**src/rtl/wb_uart_pkg.sv**
```systemverilog
// Shared constants for the Wishbone UART slave: register map, STATUS layout, FSM encodings.
// Build option: WB_UART_RX_FIFO_EN selects a 4-entry RX FIFO instead of a single holding register.
package wb_uart_pkg;

    localparam logic [1:0] REG_DATA   = 2'd0;
    localparam logic [1:0] REG_STATUS = 2'd1;
    localparam logic [1:0] REG_DIV    = 2'd2;
    localparam logic [1:0] REG_RSVD   = 2'd3;

    localparam int ST_RX_VALID   = 0;
    localparam int ST_TX_BUSY    = 1;
    localparam int ST_RX_OVERRUN = 2;
    localparam int ST_FRAME_ERR  = 3;
    localparam int ST_TX_OVF     = 4;

    localparam logic [15:0] MIN_DIV       = 16'd4;
    localparam int          RX_FIFO_DEPTH = 4;

    typedef enum logic [1:0] {TX_IDLE, TX_START, TX_DATA, TX_STOP} tx_state_t;
    typedef enum logic [1:0] {RX_IDLE, RX_START, RX_DATA, RX_STOP} rx_state_t;

    function automatic logic [15:0] clamp_div(input logic [15:0] d);
        return (d < MIN_DIV) ? MIN_DIV : d;
    endfunction

endpackage

```
**src/rtl/wb_uart_slave_rx.sv**
```systemverilog
// UART 8N1 deserializer: 2-flop synchronizer, start-glitch rejection, one-cycle byte/frame_err pulses.
module uart_rx_core
    import wb_uart_pkg::*;
(
    input  logic        clk,
    input  logic        rst,
    input  logic        rx,
    input  logic [15:0] div,
    output logic [7:0]  rx_byte,
    output logic        byte_valid,
    output logic        frame_err
);

    logic        sync1_reg, sync2_reg, prev_reg;
    logic        fall;
    rx_state_t   state_reg, state_next;
    logic [15:0] cnt_reg, div_reg;
    logic [2:0]  bit_reg;
    logic [7:0]  shift_reg;
    logic        half_tick, full_tick;

    always_ff @(posedge clk) begin
        if (rst) begin
            sync1_reg <= 1'b1;
            sync2_reg <= 1'b1;
            prev_reg  <= 1'b1;
        end else begin
            sync1_reg <= rx;
            sync2_reg <= sync1_reg;
            prev_reg  <= sync2_reg;
        end
    end

    assign fall      = prev_reg & ~sync2_reg;
    assign half_tick = (cnt_reg == {1'b0, div_reg[15:1]} - 16'd1);
    assign full_tick = (cnt_reg == div_reg - 16'd1);
    assign rx_byte   = shift_reg;

    always_ff @(posedge clk) begin
        if (rst) state_reg <= RX_IDLE;
        else     state_reg <= state_next;
    end

    always_comb begin
        state_next = state_reg;
        case (state_reg)
            RX_IDLE:  if (fall) state_next = RX_START;
            RX_START: if (half_tick) state_next = sync2_reg ? RX_IDLE : RX_DATA;
            RX_DATA:  if (full_tick && bit_reg == 3'd7) state_next = RX_STOP;
            RX_STOP:  if (full_tick) state_next = RX_IDLE;
            default:  state_next = RX_IDLE;
        endcase
    end

    always_comb begin
        byte_valid = 1'b0;
        frame_err  = 1'b0;
        if (state_reg == RX_STOP && full_tick) begin
            byte_valid = sync2_reg;
            frame_err  = ~sync2_reg;
        end
    end

    // Divisor is captured on the start edge so a DIV write never disturbs a frame in flight.
    always_ff @(posedge clk) begin
        if (rst) begin
            cnt_reg   <= 16'd0;
            div_reg   <= MIN_DIV;
            bit_reg   <= 3'd0;
            shift_reg <= 8'd0;
        end else begin
            case (state_reg)
                RX_IDLE: begin
                    cnt_reg <= 16'd0;
                    bit_reg <= 3'd0;
                    if (fall) div_reg <= div;
                end
                RX_START: cnt_reg <= half_tick ? 16'd0 : cnt_reg + 16'd1;
                RX_DATA: begin
                    if (full_tick) begin
                        cnt_reg   <= 16'd0;
                        shift_reg <= {sync2_reg, shift_reg[7:1]};
                        bit_reg   <= bit_reg + 3'd1;
                    end else begin
                        cnt_reg <= cnt_reg + 16'd1;
                    end
                end
                default: cnt_reg <= full_tick ? 16'd0 : cnt_reg + 16'd1;
            endcase
        end
    end

endmodule

```
**src/rtl/wb_uart_slave.sv**
```systemverilog
// Wishbone-attached 8N1 UART: DATA/STATUS/DIV registers, TX serializer, RX via uart_rx_core.
// Build option: define WB_UART_RX_FIFO_EN for a 4-entry RX FIFO (default: single holding register).
module wb_uart_slave
    import wb_uart_pkg::*;
#(
    parameter logic [15:0] CLK_DIV     = 16'd434,
    parameter logic [3:0]  BASE_NIBBLE = 4'hF
) (
    input  logic        clk,
    input  logic        rst,
    input  logic [15:0] adr_i,
    input  logic [15:0] dat_i,
    output logic [15:0] dat_o,
    input  logic        we_i,
    input  logic        stb_i,
    input  logic        cyc_i,
    output logic        ack_o,
    input  logic        uart_rx,
    output logic        uart_tx
);

    logic        sel, acc, ack_reg;
    logic [1:0]  reg_idx;
    logic [15:0] dat_reg, rd_data, div_reg, status_word;
    logic        wr_data_acc, rd_data_acc, wr_status, wr_div;
    logic        unused_adr;

    assign reg_idx     = adr_i[1:0];
    assign sel         = cyc_i & stb_i & (adr_i[15:12] == BASE_NIBBLE);
    assign acc         = sel & ~ack_reg;
    assign wr_data_acc = acc & we_i & (reg_idx == REG_DATA);
    assign rd_data_acc = acc & ~we_i & (reg_idx == REG_DATA);
    assign wr_status   = acc & we_i & (reg_idx == REG_STATUS);
    assign wr_div      = acc & we_i & (reg_idx == REG_DIV);
    assign unused_adr  = ^adr_i[11:2];
    assign ack_o       = ack_reg;
    assign dat_o       = dat_reg;

    always_ff @(posedge clk) begin
        if (rst) begin
            ack_reg <= 1'b0;
            dat_reg <= 16'h0000;
        end else begin
            ack_reg <= acc;
            dat_reg <= (acc & ~we_i) ? rd_data : 16'h0000;
        end
    end

    always_ff @(posedge clk) begin
        if (rst)         div_reg <= CLK_DIV;
        else if (wr_div) div_reg <= clamp_div(dat_i);
    end

    // ---------------- RX path ----------------
    logic [7:0] rx_byte, rx_head;
    logic       rx_byte_valid, rx_frame_err;
    logic       rx_valid, rx_full, rx_pop, rx_push;

    uart_rx_core u_rx (
        .clk        (clk),
        .rst        (rst),
        .rx         (uart_rx),
        .div        (div_reg),
        .rx_byte    (rx_byte),
        .byte_valid (rx_byte_valid),
        .frame_err  (rx_frame_err)
    );

    // A pop in the same cycle frees a slot, so the arriving byte is accepted, not an overrun.
    assign rx_pop  = rd_data_acc & rx_valid;
    assign rx_push = rx_byte_valid & (~rx_full | rx_pop);

`ifdef WB_UART_RX_FIFO_EN
    logic [7:0] fifo_mem [0:RX_FIFO_DEPTH-1];
    logic [1:0] wr_ptr_reg, rd_ptr_reg;
    logic [2:0] count_reg;

    always_ff @(posedge clk) begin
        if (rx_push) fifo_mem[wr_ptr_reg] <= rx_byte;
    end

    always_ff @(posedge clk) begin
        if (rst) begin
            wr_ptr_reg <= 2'd0;
            rd_ptr_reg <= 2'd0;
            count_reg  <= 3'd0;
        end else begin
            if (rx_push) wr_ptr_reg <= wr_ptr_reg + 2'd1;
            if (rx_pop)  rd_ptr_reg <= rd_ptr_reg + 2'd1;
            count_reg <= count_reg + {2'b00, rx_push} - {2'b00, rx_pop};
        end
    end

    assign rx_valid = (count_reg != 3'd0);
    assign rx_full  = (count_reg == 3'(RX_FIFO_DEPTH));
    assign rx_head  = fifo_mem[rd_ptr_reg];
`else
    logic [7:0] hold_reg;
    logic       hold_valid_reg;

    always_ff @(posedge clk) begin
        if (rst) begin
            hold_reg       <= 8'h00;
            hold_valid_reg <= 1'b0;
        end else if (rx_push) begin
            hold_reg       <= rx_byte;
            hold_valid_reg <= 1'b1;
        end else if (rx_pop) begin
            hold_valid_reg <= 1'b0;
        end
    end

    assign rx_valid = hold_valid_reg;
    assign rx_full  = hold_valid_reg;
    assign rx_head  = hold_reg;
`endif

    // ---------------- TX path ----------------
    tx_state_t   tx_state_reg, tx_state_next;
    logic [15:0] tx_cnt_reg, tx_div_reg;
    logic [2:0]  tx_bit_reg;
    logic [7:0]  tx_shift_reg;
    logic        tx_tick, tx_busy, tx_start;

    assign tx_tick  = (tx_cnt_reg == tx_div_reg - 16'd1);
    assign tx_busy  = (tx_state_reg != TX_IDLE);
    assign tx_start = wr_data_acc & ~tx_busy;

    always_ff @(posedge clk) begin
        if (rst) tx_state_reg <= TX_IDLE;
        else     tx_state_reg <= tx_state_next;
    end

    always_comb begin
        tx_state_next = tx_state_reg;
        case (tx_state_reg)
            TX_IDLE:  if (tx_start) tx_state_next = TX_START;
            TX_START: if (tx_tick) tx_state_next = TX_DATA;
            TX_DATA:  if (tx_tick && tx_bit_reg == 3'd7) tx_state_next = TX_STOP;
            TX_STOP:  if (tx_tick) tx_state_next = TX_IDLE;
            default:  tx_state_next = TX_IDLE;
        endcase
    end

    always_comb begin
        uart_tx = 1'b1;
        case (tx_state_reg)
            TX_START: uart_tx = 1'b0;
            TX_DATA:  uart_tx = tx_shift_reg[0];
            default:  uart_tx = 1'b1;
        endcase
    end

    always_ff @(posedge clk) begin
        if (rst) begin
            tx_cnt_reg   <= 16'd0;
            tx_div_reg   <= CLK_DIV;
            tx_bit_reg   <= 3'd0;
            tx_shift_reg <= 8'h00;
        end else if (tx_state_reg == TX_IDLE) begin
            tx_cnt_reg <= 16'd0;
            tx_bit_reg <= 3'd0;
            if (tx_start) begin
                tx_shift_reg <= dat_i[7:0];
                tx_div_reg   <= div_reg;
            end
        end else if (tx_tick) begin
            tx_cnt_reg <= 16'd0;
            if (tx_state_reg == TX_DATA) begin
                tx_shift_reg <= {1'b0, tx_shift_reg[7:1]};
                tx_bit_reg   <= tx_bit_reg + 3'd1;
            end
        end else begin
            tx_cnt_reg <= tx_cnt_reg + 16'd1;
        end
    end

    // ---------------- Sticky flags and read mux ----------------
    logic [2:0] sticky_set, sticky_reg;
    assign sticky_set = {wr_data_acc & tx_busy,
                         rx_frame_err,
                         rx_byte_valid & rx_full & ~rx_pop};

    // Bit gi of sticky_reg maps to STATUS bit ST_RX_OVERRUN+gi; a new event wins over a clear.
    generate
        for (genvar gi = 0; gi < 3; gi++) begin : g_sticky
            always_ff @(posedge clk) begin
                if (rst)                                     sticky_reg[gi] <= 1'b0;
                else if (sticky_set[gi])                     sticky_reg[gi] <= 1'b1;
                else if (wr_status && dat_i[ST_RX_OVERRUN + gi]) sticky_reg[gi] <= 1'b0;
            end
        end
    endgenerate

    assign status_word = {11'b0, sticky_reg, tx_busy, rx_valid};

    always_comb begin
        rd_data = 16'h0000;
        case (reg_idx)
            REG_DATA:   if (rx_valid) rd_data = {8'h00, rx_head};
            REG_STATUS: rd_data = status_word;
            REG_DIV:    rd_data = div_reg;
            REG_RSVD:   rd_data = 16'h0000;
            default:    rd_data = 16'h0000;
        endcase
    end

endmodule

```
**config.mk**
```make
export PLATFORM = sky130hd
export DESIGN_NAME = wb_uart_slave
export DESIGN_NICKNAME = d
export VERILOG_FILES = /design/src/rtl/wb_uart_pkg.sv /design/src/rtl/wb_uart_slave_rx.sv /design/src/rtl/wb_uart_slave.sv
export SDC_FILE = /design/constraint.sdc
export NUM_CORES = 1
export LEC_CHECK = 0
export ABC_CLOCK_PERIOD_IN_PS = 3500
export CAP_MARGIN = 20
export CORE_AREA = 5 5 112 114
export CTS_CLUSTER_SIZE = 28
export DETAILED_ROUTE_END_ITERATION = 6
export DIE_AREA = 0 0 117 119
export DONT_BUFFER_PORTS = 1
export GPL_TIMING_DRIVEN = 0
export PLACE_DENSITY = 0.78
export RECOVER_POWER = 100
export SYNTH_ARGS = -nofsm -noshare
export SYNTH_HDL_FRONTEND = slang
export SYNTH_SLANG_ARGS = --single-unit
```
**constraint.sdc**
```tcl
create_clock -name clk -period 3.5 [get_ports clk]
set_clock_uncertainty 0.1 [all_clocks]
set_input_delay 0.525 -clock clk [delete_from_list [all_inputs] [get_ports clk]]
set_output_delay 0.525 -clock clk [all_outputs]
set_load 0.005 [all_outputs]
```
Word level (Yosys, flattened, before mapping)
Cells that the tools add are included.
Storage, ports and cells
  bits in latches: 0
  register bits after elaboration: 138
  bits in read-only memories: 0
  logic and storage cells: 139
  memories: 0
  memory bits (writable): 0
  bits of input ports: 38
  output and inout port bits: 18
Operators by class
  mux-type cells: 34
  shifts and indexed selects: 0
  div/mod/pow operators: 0
  equal/unequal tests: 24
  multipliers: 0
  $add $sub $neg: 7
  magnitude comparators: 1
  reduce and logical (&&, ||, !) cells: 28
  bitwise gates (word level): 24
Operators by type and width (number)
  case mux 16 bit (4 select lines): 1
  == test 16 bit: 3
  two-way mux 16 bit: 3
  two-way mux 8 bit: 5
  adder 16 x 1 -> 16 bit, second input constant: 2
  case mux 16 bit (2 select lines): 1
  subtractor 16 x 1 -> 16 bit, second input constant: 2
  two-way mux 2 bit: 9
  bitwise AND 1 bit: 16
  < comparator 16 x 3 -> 1 bit, second input constant: 1
  case mux 2 bit (4 select lines): 2
  nonzero test 2 bit: 8
  subtractor 15 x 1 -> 16 bit, second input constant: 1
  == test 2 bit, second input constant: 6
  two-way mux 1 bit: 10
  != test 2 x 1 -> 1 bit, second input constant: 5
  AND reduction 2 bit: 5
  != test 2 bit, second input constant: 4
  AND reduction 4 bit: 2
  inverter 1 bit: 7
  adder 3 x 1 -> 3 bit, second input constant: 2
  == test 2 x 1 -> 1 bit, second input constant: 3
  == test 3 bit, second input constant: 2
  logical AND 1 bit: 6
  9 further kinds: 12

Depth between registers and ports, before layout
  depth after elaboration: 9
  depth in mapped cells: 14
  depth with buffers taken out: 10

By module
A second synthesis with hierarchy kept.
Unflattened totals
  cells, all modules: 879
  area, all modules: 7165.6 um2
Modules (own cells, without submodules)
  wb_uart_slave: area each 4151.5 um2, times used 1, cells each 498
  uart_rx_core: area each 3014.1 um2, times used 1, cells each 381

Least setup slack after synthesis
OpenSTA, ideal clock, no wires.
  kind: register -> register
  start: register tx_div_reg[0]
  end: register tx_cnt_reg[2]
  data required time: 3285 ps
  slack: 536 ps
  library setup time: 115 ps
  stages on the path, launching flop included: 15
  arrival: 2749 ps
  cell sequence: dfxtp_1 -> clkbuf_1 -> inv_1 -> ha_1 -> clkbuf_1 -> o21ba_2 -> a221oi_1 -> a41oi_1 -> or3_1 -> a2111oi_4 -> and2_1 -> or3_1 -> buf_6 -> buf_12 -> nor2_1
On the way
  longest elaborated chain between the ends: 3
RTL lines
  start, declared: RTL line wb_uart_slave.sv:120  | logic [15:0] tx_cnt_reg, tx_div_reg;
  start signal, assigned: RTL line wb_uart_slave.sv:165  | tx_div_reg <= div_reg;
  subtractor 16 x 1 -> 16 bit: RTL line wb_uart_slave.sv:125  | assign tx_tick = (tx_cnt_reg == tx_div_reg - 16'd1);
  == test 16 bit: RTL line wb_uart_slave.sv:125
  OR reduction 3 bit (no source line)
  end signal, assigned: RTL line wb_uart_slave.sv:174  | tx_cnt_reg <= tx_cnt_reg + 16'd1;
  end, declared: RTL line wb_uart_slave.sv:120
No other way between the ends.
A chain may end at the register's enable or synchronous reset.

Final worst setup path
  start: register tx_div_reg[1]
  end: register tx_shift_reg[5]
On the way
  longest elaborated chain between the ends: 4
RTL lines
  subtractor 16 x 1 -> 16 bit: RTL line wb_uart_slave.sv:125
  == test 16 bit: RTL line wb_uart_slave.sv:125
  nonzero test 2 bit (no source line)
  AND reduction 3 bit (no source line)
  end signal, assigned: RTL line wb_uart_slave.sv:164  | tx_shift_reg <= dat_i[7:0];
  end signal, assigned: RTL line wb_uart_slave.sv:170  | tx_shift_reg <= {1'b0, tx_shift_reg[7:1]};
  end, declared: RTL line wb_uart_slave.sv:122  | logic [7:0] tx_shift_reg;
No other way between the ends.

==> run metrics <==
row cnt 39; nature of the critical path endpoint flip-flop; Crit Path Max Fanout 10; R2R Path End tx_shift_reg[5]$_SDFFE_PP0P_; Worst EP required 3700 ps; Seq/Total Area, Yosys 0.3915; outcome finished clean; r2r setup slk 170 ps; largest net degree at the start of global routing 17; Slew HR 0.5284; drt pass-1 iters 7; DP Area 7236 µm²; Max VDD drop 0.4432 mV; Async S/R FF share, synth 0; die width 117 µm; Max Fclk 300.2 MHz; final setup violation count 0; Slew @ Worst Pin 698.3 ps; initial antenna violation count 0; Crit Path Category reg2reg; Cells after Synth 858; Residual DRC 0; total grt overflow 0; Reg clk slew, reported paths 60 ps; fin. max-slew vios 0; vias in the first global route 6,112; CTS tree yes; Fin. Hold Viols 0; Bufs on Longest Clock Path 2; PortBufs 0; Reg-to-Reg Start tx_div_reg[1]$_SDFFE_PP1P_; #FFs+latches synth 138; worst path cell trace inv_1, ha_1, clkbuf_1, nand4b_1, a2111oi_1, a311oi_1, nor4bb_1, nand4b_1, or2_0, clkbuf_1, o221a_2; Iter 0 DRT Violations 460; first-pass GRT wire length 29,840 µm; P&R area growth vs syn 12.57%; layout cells sized above 1 0.08193; Design Power 3.668 mW; critical path endpoint tx_shift_reg[5]$_SDFFE_PP0P_; CP Launch Type flip-flop; yosys warns 0; Routed WL 17,700 µm; I/O Pins 56; gr usage total 0.2665; Tcrit/Tclk final 0.9519; critical path data arrival time 3540 ps; Die Height 119 µm; R2R cell count 11; Core Region 11,320 µm²; cell family with most CP delay simple AND/OR/NAND/NOR gates; synthesized area 7057 µm²; CTS buffer count 17; Final #Nets 930; Hold Path Class in2reg; CP Depth 11; number of flops mapped to enable cells by yosys 0; Starting Density 0.6233; pwr dens 461.8 nW/µm²; HPWL Detailed 12,980 µm; Lkg Pwr 2.904 nW; syn avg cell area 8.225 µm²; number of H-tree levels 4; Largest stage delay, worst path 440 ps; MaxCap Viol Count 0; CTS root buffer clkbuf_16; fin crit period 3332 ps; worst-skew pair later-pin latency 410 ps; post-route cell area 7944 µm²; Ant. Diodes 0; post-synth net total 909; final worst-path setup slack 168.4 ps; routed len/inst 17.11 µm; routability congestion estimate from global placement 0.9337; Worst setup startpoint tx_div_reg[1]$_SDFFE_PP1P_; unique cell type count in the Yosys netlist 75; critical path's slowest cell a2111oi_1; Critical path buffers and inverters 3; RSZ-0062 raised after global routing false; remaining antenna violation count 0; die footprint 13,920 µm²; Synth Flop Type dfxtp_1; drt via density 5.927; dpl ws -221.0 ps; setup TNS 0 ps; CTS sink count 138; Vias 6,129
-- kinds of logic after synthesis --
group | count (synthesis) | synth area share
AND/OR/NAND/NOR | 395 | 0.2752
flip-flops | 138 | 0.3915
AO/OA/AOI/OAI | 132 | 0.1273
XOR/XNOR | 87 | 0.1080
buffers and inverters | 69 | 0.04043
multiplexers | 24 | 0.03457
adder cells (fa/ha/maj) | 13 | 0.02305
-- worst register-to-register path, stage by stage, from the launching register on --
cell	delay (ps)
dfxtp_1	420
inv_1	100
ha_1	200
clkbuf_1	220
nand4b_1	230
a2111oi_1	440
a311oi_1	130
nor4bb_1	320
nand4b_1	290
or2_0	290
clkbuf_1	190
o221a_2	310
-- metrics by stage --
step	cells	utilization	hold slack (ps)
final	1034	0.7017	90.32
after detailed placement	1001	0.6391	306.0
after CTS	1032	0.6964	84.17
after global placement	1001	0.6391	297.5
after global routing	1034	0.7017	84.41
after floorplan	858	-	289.5
-- how the worst min path moves through the flow --
stage                                            to  slack [ps]                       from  cells after the start
after floorplan           u_rx.sync2_reg$_SDFF_PP1_         290  u_rx.sync1_reg$_SDFF_PP1_                      1
after global placement    u_rx.sync2_reg$_SDFF_PP1_         300  u_rx.sync1_reg$_SDFF_PP1_                      1
after detailed placement  u_rx.sync2_reg$_SDFF_PP1_         310  u_rx.sync1_reg$_SDFF_PP1_                      1
after CTS                          ack_o$_SDFF_PP0_          80                        rst                      1
after global routing               ack_o$_SDFF_PP0_          80                        rst                      1
final                              ack_o$_SDFF_PP0_          90                        rst                      1
-- placed cells by master, fill, tap and decap left out, drive strengths merged, types with 8 or more instances in the layout --
cell	n
nand4	12
and3	12
mux2i	21
o21ai	14
and2	29
buf	8
or3	8
xnor2	54
nand3	40
nand2	132
xor2	33
inv	19
nor2	94
clkbuf	63
ha	13
nor3	22
a21oi	57
dfxtp	138
nor4	9
-- synthesized netlist by cell type, types with 13 or more instances --
master      n  area [µm²]
inv_1      18       67.56
nand3_1    40       200.2
xor2_1     33       289.0
clkbuf_1   44       165.2
nor3_1     20       100.1
a21oi_1    57       285.3
mux2i_1    21       210.2
nand2_1   132       495.5
dfxtp_1   138        2763
xnor2_1    54       473.0
ha_1       13       162.7
nor2_1     92       345.3
and2_1     29       181.4
-- metal layers --
metal  vias to the layer above  GRT usage  part of all wire
met1                      2865     0.3603              0.45
met2                       223     0.4090              0.46
li1                       3002          -                 -
met3                        39    0.07454             0.076
met5                         -          0                 0
met4                         0    0.09104             0.021
-- cell type report --
class	count	area, µm²
plain buffers	49	211.5
clock buffers	19	432.9
clock inverters	12	197.7
fillers	900	3377
inverters	19	71.32
multi-input cells	651	4053
flip-flops and latches	138	2764
well taps	143	178.9
repair buffers	3	35.03
-- power by group --
group	total (mW)	leakage, nW	switching (mW)	internal (mW)
registers	1.59	1.11	0.00947	1.58
clock network	1.92	0.303	0.659	1.26
logic	0.162	1.49	0.103	0.0592
total	3.67	2.90	0.771	2.90
-- repair_timing --
action / 4_1_cts / 5_1_grt
setup buffers: 0 / 3
gates resized for setup: 3 / 12
setup endpoints to repair: 10 / 51
hold buffers: 0 / 0
pin swaps: 0 / 1
(Power assumes the default switching activity.)
